[src/rtl/wb2stream_host.sv]
// Purpose: Wishbone slave that tunnels register accesses as 5-byte command frames over a byte link and runs SYNC bring-up.
// Latency: posted write acks 1 cycle after the 10th tx byte; reads ack 1 cycle after the 4th rx byte, or after TIMEOUT rx cycles.
// Backpressure: tx bytes held stable until tx_ready; rx is never stalled (rx_ready=1); wb_cyc is held until wb_ack.
module wb2stream_host #(
    parameter int unsigned TIMEOUT = 1023,
    parameter bit          WR_SYNC = 1'b0
) (
    input  logic        clk,
    input  logic        rst,
    input  logic [19:0] wb_addr,
    input  logic [31:0] wb_wdata,
    output logic [31:0] wb_rdata,
    input  logic        wb_we,
    input  logic        wb_cyc,
    output logic        wb_ack,
    output logic [7:0]  tx_data,
    output logic        tx_valid,
    input  logic        tx_ready,
    input  logic [7:0]  rx_data,
    input  logic        rx_valid,
    output logic        rx_ready,
    input  logic        sync_req,
    output logic        link_ok,
    output logic        err,
    input  logic        err_clr
);

    typedef enum logic [2:0] {
        IDLE, TX_DSET, TX_REG, TX_DGET, TX_SYNC, RX_RESP, ACK
    } state_t;

    localparam logic [15:0] TMO       = 16'(TIMEOUT);
    localparam logic [31:0] SYNC_WORD = 32'hCAFEBABE;

    state_t      state_q, state_d;
    logic [2:0]  txcnt_q, txcnt_d;
    logic [1:0]  rxcnt_q, rxcnt_d;
    logic [15:0] tmo_q, tmo_d;
    logic [31:0] shift_q, shift_d;
    logic [31:0] rdata_q, rdata_d;
    logic        link_ok_q, link_ok_d;
    logic        err_q, err_d;
    logic        pend_q, pend_d;
    logic        we_q, we_d;
    logic        sync_op_q, sync_op_d;
    logic [19:0] addr_q, addr_d;
    logic [31:0] wdata_q, wdata_d;

    logic        tx_hs, last_byte, err_set;
    logic [3:0]  code;
    logic [31:0] payload;

    assign tx_valid = (state_q == TX_DSET) || (state_q == TX_REG) ||
                      (state_q == TX_DGET) || (state_q == TX_SYNC);
    assign tx_hs     = tx_valid && tx_ready;
    assign last_byte = tx_hs && (txcnt_q == 3'd4);
    assign wb_ack    = (state_q == ACK);
    assign wb_rdata  = rdata_q;
    assign link_ok   = link_ok_q;
    assign err       = err_q;
    assign rx_ready  = 1'b1;

    // Frame byte mux: header byte first, then payload MSB first; purely a function of registered state.
    always_comb begin
        code    = 4'h0;
        payload = 32'h0;
        unique case (state_q)
            TX_DSET: begin code = 4'h2; payload = wdata_q; end
            TX_REG:  begin code = 4'h1; payload = {11'h0, ~we_q, addr_q[19:16], addr_q[15:0]}; end
            TX_DGET: begin code = 4'h3; end
            default: begin code = 4'h0; end
        endcase
        unique case (txcnt_q)
            3'd0:    tx_data = {code, 4'h0};
            3'd1:    tx_data = payload[31:24];
            3'd2:    tx_data = payload[23:16];
            3'd3:    tx_data = payload[15:8];
            default: tx_data = payload[7:0];
        endcase
    end

    // Next-state logic for the access/sync sequencer and its datapath registers.
    always_comb begin
        state_d   = state_q;
        txcnt_d   = txcnt_q;
        rxcnt_d   = rxcnt_q;
        tmo_d     = tmo_q;
        shift_d   = shift_q;
        rdata_d   = rdata_q;
        link_ok_d = link_ok_q;
        pend_d    = pend_q | sync_req;
        we_d      = we_q;
        sync_op_d = sync_op_q;
        addr_d    = addr_q;
        wdata_d   = wdata_q;
        err_set   = 1'b0;

        if (tx_hs) begin
            txcnt_d = last_byte ? 3'd0 : txcnt_q + 3'd1;
        end

        unique case (state_q)
            IDLE: begin
                // A wb access wins a tie with sync_req; the sync stays pending.
                if (wb_cyc) begin
                    we_d      = wb_we;
                    addr_d    = wb_addr;
                    wdata_d   = wb_wdata;
                    sync_op_d = 1'b0;
                    state_d   = wb_we ? TX_DSET : TX_REG;
                end else if (pend_q || sync_req) begin
                    pend_d    = 1'b0;
                    sync_op_d = 1'b1;
                    state_d   = TX_SYNC;
                end
            end
            TX_DSET: if (last_byte) state_d = TX_REG;
            TX_REG: begin
                if (last_byte) state_d = (!we_q || WR_SYNC) ? TX_DGET : ACK;
            end
            TX_DGET, TX_SYNC: begin
                if (last_byte) begin
                    state_d = RX_RESP;
                    tmo_d   = 16'd0;
                    rxcnt_d = 2'd0;
                end
            end
            RX_RESP: begin
                // RX_RESP lasts at most TIMEOUT cycles; a 4th byte in the final cycle still completes normally.
                tmo_d = tmo_q + 16'd1;
                if (rx_valid) begin
                    shift_d = {shift_q[23:0], rx_data};
                    rxcnt_d = rxcnt_q + 2'd1;
                end
                if (rx_valid && rxcnt_q == 2'd3) begin
                    if (sync_op_q) begin
                        link_ok_d = (shift_d == SYNC_WORD);
                        err_set   = (shift_d != SYNC_WORD);
                        state_d   = IDLE;
                    end else begin
                        if (!we_q) rdata_d = shift_d;
                        state_d = ACK;
                    end
                end else if (tmo_d == TMO) begin
                    err_set = 1'b1;
                    if (sync_op_q) begin
                        link_ok_d = 1'b0;
                        state_d   = IDLE;
                    end else begin
                        rdata_d = 32'hFFFFFFFF;
                        state_d = ACK;
                    end
                end
            end
            ACK:     state_d = IDLE;
            default: state_d = IDLE;
        endcase

        // Clear first so a same-cycle set wins.
        err_d = err_q;
        if (err_clr) err_d = 1'b0;
        if (err_set) err_d = 1'b1;
    end

    // State and datapath registers; reset mid-frame drops tx_valid at once.
    always_ff @(posedge clk or posedge rst) begin
        if (rst) begin
            state_q   <= IDLE;
            txcnt_q   <= 3'd0;
            rxcnt_q   <= 2'd0;
            tmo_q     <= 16'd0;
            shift_q   <= 32'h0;
            rdata_q   <= 32'h0;
            link_ok_q <= 1'b0;
            err_q     <= 1'b0;
            pend_q    <= 1'b0;
            we_q      <= 1'b0;
            sync_op_q <= 1'b0;
            addr_q    <= 20'h0;
            wdata_q   <= 32'h0;
        end else begin
            state_q   <= state_d;
            txcnt_q   <= txcnt_d;
            rxcnt_q   <= rxcnt_d;
            tmo_q     <= tmo_d;
            shift_q   <= shift_d;
            rdata_q   <= rdata_d;
            link_ok_q <= link_ok_d;
            err_q     <= err_d;
            pend_q    <= pend_d;
            we_q      <= we_d;
            sync_op_q <= sync_op_d;
            addr_q    <= addr_d;
            wdata_q   <= wdata_d;
        end
    end

endmodule

[config.mk]
export PLATFORM = sky130hd
export DESIGN_NAME = wb2stream_host
export DESIGN_NICKNAME = d
export VERILOG_FILES = /design/src/rtl/wb2stream_host.sv
export SDC_FILE = /design/constraint.sdc
export NUM_CORES = 1
export LEC_CHECK = 0
export ABC_AREA = 1
export BUFFER_PORTS_ARGS = -buffer_cell sky130_fd_sc_hd__buf_2
export CORE_UTILIZATION = 35
export DETAILED_ROUTE_END_ITERATION = 16
export HOLD_SLACK_MARGIN = 0.12
export PLACE_DENSITY = 0.62
export SKIP_LAST_GASP = 1
export SLEW_MARGIN = 20
export SYNTH_ARGS = -nofsm -noshare
export SYNTH_HDL_FRONTEND = slang
export SYNTH_SLANG_ARGS = --single-unit
[constraint.sdc]
create_clock -name clk -period 5.2 [get_ports clk]
set_clock_uncertainty 0.2 [all_clocks]
set_input_delay 0.78 -clock clk [delete_from_list [all_inputs] [get_ports clk]]
set_output_delay 0.78 -clock clk [all_outputs]
set_load 0.01 [all_outputs]
Yosys cells after proc, flatten, opt, wreduce, memory -nomap -nowiden:

Index checks and enable logic that the tools add are counted.

* bits in registers: 145
* latch bits: 0
* bits in writable memories: 0
* bits in read-only memories: 0
* logic and storage cells: 106
* memories: 0

* add/sub/neg operators: 3
* multiply operators: 0
* div/mod/pow operators: 0
* $lt $le $gt $ge: 0
* equal/unequal tests: 25
* shift-type cells: 0
* mux-type cells: 42
* bitwise gates (word level): 2
* reduce and logical (&&, ||, !) cells: 21

Operators with widths (number)
* $mux W32: 7
* $pmux W32 S2: 1
* $eq A32 B32 Y1 const B: 1
* $ne A32 B32 Y1 const B: 1
* $pmux W16 S2: 1
* $pmux W8 S4: 1
* $mux W3: 10
* $ne A2 B2 Y1 const B: 9
* $add A16 B1 Y16 const B: 1
* $eq A16 B10 Y1 const B: 1
* $mux W16: 1
* $mux W1: 15
* $pmux W3 S5: 1
* $eq A3 B2 Y1 const B: 4
* $eq A3 B3 Y1 const B: 4
* $reduce_and A5 Y1: 2
* $reduce_bool A2 Y1: 4
* $eq A3 B1 Y1 const B: 2
* $logic_not A3 Y1: 2
* $mux W2: 3
* $ne A3 B3 Y1 const B: 2
* $pmux W2 S3: 1
* $reduce_and A2 Y1: 3
* $logic_or A1 B1 Y1: 4
* other kinds (10): 12

Depth between registers and ports, before layout:

* depth after elaboration: 8
* depth in mapped cells: 14

Least setup slack after synthesis:

OpenSTA, ideal clock, no wires.

* path kind: flip-flop to output port
* start: reg txcnt_q[2]
* end: out tx_data[7]
* arrival: 1.895 ns
* path slack: 2.325 ns
* stages on the path, launching flop included: 10
* path buffers: 3
* cells stage by stage: dfrtp_1 clkbuf_1 inv_1 clkbuf_1 ha_1 clkbuf_1 inv_1 o22ai_1 a21oi_1 a32oi_1

* longest elaborated chain between the ends: 2
* elaborated cells on any way between the ends: 5
* classes of those cells: eq/ne: 3; mux: 1; reduce/logical: 1

Ends and longest elaborated chain
* start: declaration: line 36 `logic [2:0] txcnt_q, txcnt_d;`
* start signal: assignment: line 183 `txcnt_q <= txcnt_d;`
* $eq A3 B2 Y1, or another cell as far along: line 73 `unique case (txcnt_q)`
* $pmux W8 S4 (*): line 73
* end: declaration: line 16 `output logic [7:0] tx_data,`

Every way passes the cells marked *; elsewhere a longest branch is shown, timed or not.

Worst setup path in the final report:

* start: reg state_q[0]
* end: out tx_data[4]

* longest elaborated chain between the ends: 3
* elaborated cells on any way between the ends: 6
* classes of those cells: eq/ne: 3; mux: 3

Ends and longest elaborated chain
* start: declaration: line 35 `state_t state_q, state_d;`
* start signal: assignment: line 182 `state_q <= state_d;`
* $eq A3 B2 Y1 or $eq A3 B1 Y1 (tied branches): line 67 `unique case (state_q)`
* $pmux W2 S3 or $pmux W32 S2 (tied branches): line 67
* $pmux W8 S4 (*): line 73

Marks and branches as above.

==> results_dict.tcl <==
set metrics [dict create \
    holdBufCountCts 0 \
    synth-compound-area-share 0.151 \
    clk_pin_slew_ns 0.07 \
    hold_viol 0 \
    dp_hpwl_mm 11.9 \
    max_stage_delay_ns 0.48 \
    seq_area_frac_synth 0.507 \
    critPathSlowestCell "dfrtp_1" \
    critPathKind "reg2out" \
    synth-main-ff-cell "dfrtp_1" \
    leakagePower_nw 4.25 \
    cp_top_family "buffers and inverters" \
    ys_ff_latch 145 \
    synth_top_area_frac 0.507 \
    row_count 51 \
    finalCritPeriodShare 0.711 \
    clock_latency_ns 0.42 \
    r2r_slack_ns 2.22 \
    synthAdderAreaFrac 0.0140 \
    cts_num_sinks 145 \
    cp-start-kind "register" \
    vias 6156 \
    design.die.area_um2 21000 \
    synth-simple-area-share 0.228 \
    grt_setup_unrepaired "false" \
    avgViaCountPerCell 4.78 \
    core_area_um2 19700 \
    yosys-top-cells-count "nand2_1, dfrtp_1, inv_1, o21ai_0, nor2_1" \
    outcome "completed" \
    cts_buffers 17 \
    syn_inst 918 \
    synthArstFlopShare 1.00 \
    worstMarginPinSlew_ns 0.878 \
    gp_congestion 0.784 \
    synth_top_family_by_area "simple AND/OR/NAND/NOR gates" \
    grt-ovfl-total 0 \
    yosys_warnings 0 \
    n_fill_cell 1992 \
    yosysTopAreaCell "dfrtp_1" \
    total_power_mw 4.58 \
    ctsRootBufferMaster "clkbuf_16" \
    cp_max_fo 13 \
    crit_buf_inv 3 \
    htree_levels 4 \
    max_slew_margin 0.415 \
    die_y_um 145 \
    drv_cap 0 \
    route.detailed.drc 0 \
    ioPinCount 113 \
    grt_pass1_vias 5976 \
    cp.arrival_ns 2.72 \
    power.density_nw_per_um2 539 \
    whs_ns 0.218 \
    drive_gt1_frac 0.174 \
    synth_fp_nets 994 \
    syn2layout_area_growth_pct 18.9 \
    max_freq_mhz 270 \
    cts_resized 0 \
    synth.most_common_cell "nand2_1" \
    ys_types 41 \
    required_ns 4.22 \
    crit_path_end_kind "output pin" \
    path_cells "inv_1 -> nand3_1 -> inv_1 -> nand2_1 -> o21ai_0 -> a221oi_1 -> o21ai_0 -> buf_2" \
    synthXorXnorAreaFrac 0.00122 \
    drtIter0Drc 349 \
    grt_usage 0.173 \
    synth_edf_count 0 \
    routed_wl_mm 17.1 \
    post_cts_buffers 0 \
    finalMaxSlewViolations 0 \
    cts_tree "built" \
    ir_drop_v 0.000326 \
    wl_per_cell_um 13.3 \
    hold_class "in2async" \
    final_nets 1086 \
    clock_path_buffers 2 \
    die_x_um 145 \
    initial_core_util 0.363 \
    grt_pass1_wl_mm 29.3 \
    grt_max_degree 86 \
    setup_viol 0 \
    antenna_found_initial 1 \
    finalCriticalPeriod_ns 3.70 \
    antenna_left 0 \
    finalSetupTns_ns 0 \
    drt-pass1-iter-count 5 \
    synthesis.area_um2 7150 \
    synth_area_per_cell_um2 7.79 \
    portBuffers 111 \
    synthMuxAreaShare 0.00280 \
    ys_top_cells_by_area "dfrtp_1, nand2_1, o21ai_0" \
]
[through the flow]
stage / utilization / instance area [um2] / std cells / worst slack [ns]
floorplan: - / 7150 / 918 / 0.325
global placement: 0.400 / 7890 / 1256 / 1.76
detailed placement: 0.400 / 7890 / 1256 / 1.67
CTS: 0.431 / 8500 / 1288 / 1.45
global route: 0.431 / 8500 / 1289 / 1.29
finish: 0.431 / 8500 / 1289 / 1.50
[report_power, final]
group	total (mW)	internal, mW	switching (mW)
sequential	1.87	1.57	0.296
combinational	1.46	0.503	0.955
clock	1.26	0.693	0.563
[flip-flops by register name (all words and copies together) (netlist names), 2 cells and up]
| register | flops |
|---|---|
| shift_q | 32 |
| wb_rdata | 32 |
| wdata_q | 32 |
| addr_q | 20 |
| tmo_q | 16 |
| state_q | 3 |
| txcnt_q | 3 |
| rxcnt_q | 2 |
[routing by layer]
layer | share of wire | wire (um) | global-route usage
met2 | 0.46 | 7870 | 0.270
met5 | 0 | 0 | 0
met4 | 0.0082 | 140 | 0.0548
met1 | 0.49 | 8480 | 0.239
met3 | 0.038 | 645 | 0.0349
[layout make-up]
class	count	area, um2	area share
antenna	1	2.50	0.000294
clock buffer	17	425	0.0500
clock inverter	15	186	0.0219
inverter	128	485	0.0571
multi-input combinational	603	2860	0.336
sequential	145	3630	0.427
tap	265	332	0.0390
timing repair buffer	115	586	0.0689
[final timing paths]
path	startpoint	endpoint	cells past startpoint
setup / recovery	state_q[0]$_DFFE_PP0P_	tx_data[4]	8
hold reg to reg	link_ok$_DFFE_PP0P_	link_ok$_DFFE_PP0P_	2
hold / removal	rst	tmo_q[10]$_DFFE_PP0P_	2
max in group asynchronous	rst	addr_q[4]$_DFFE_PP0P_	3
min in group clk	link_ok$_DFFE_PP0P_	link_ok$_DFFE_PP0P_	2
setup reg to reg	state_q[0]$_DFFE_PP0P_	wb_rdata[24]$_DFFE_PP0P_	10
[cell usage in the layout (no fill, tap or decap), drive strengths merged, types with 2 or more instances in the layout]
cell | synthesis | layout
clkbuf | 24 | 17
nand3 | 37 | 37
dfrtp | 145 | 145
a31oi | 3 | 3
nor3 | 5 | 5
o22ai | 16 | 16
nand4 | 11 | 11
inv | 128 | 137
ha | 8 | 8
buf | 18 | 115
a221oi | 4 | 4
a21oi | 40 | 40
nor2 | 64 | 64
or2 | 2 | 2
o21ai | 124 | 124
clkinv | 0 | 4
mux2i | 2 | 2
nand2 | 277 | 277
[cells by family (layout without fill, tap and decap cells)]
family / count (synthesis) / count (layout)
AND/OR/NAND/NOR: 397 / 397
buffers and inverters: 170 / 275
multiplexers: 2 / 2
adder cells (fa/ha/maj): 8 / 8
flip-flops: 145 / 145
XOR/XNOR: 1 / 1
other: 1 / 2
AO/OA/AOI/OAI: 194 / 194
No activity file was read; power rests on OpenSTA's default activity.
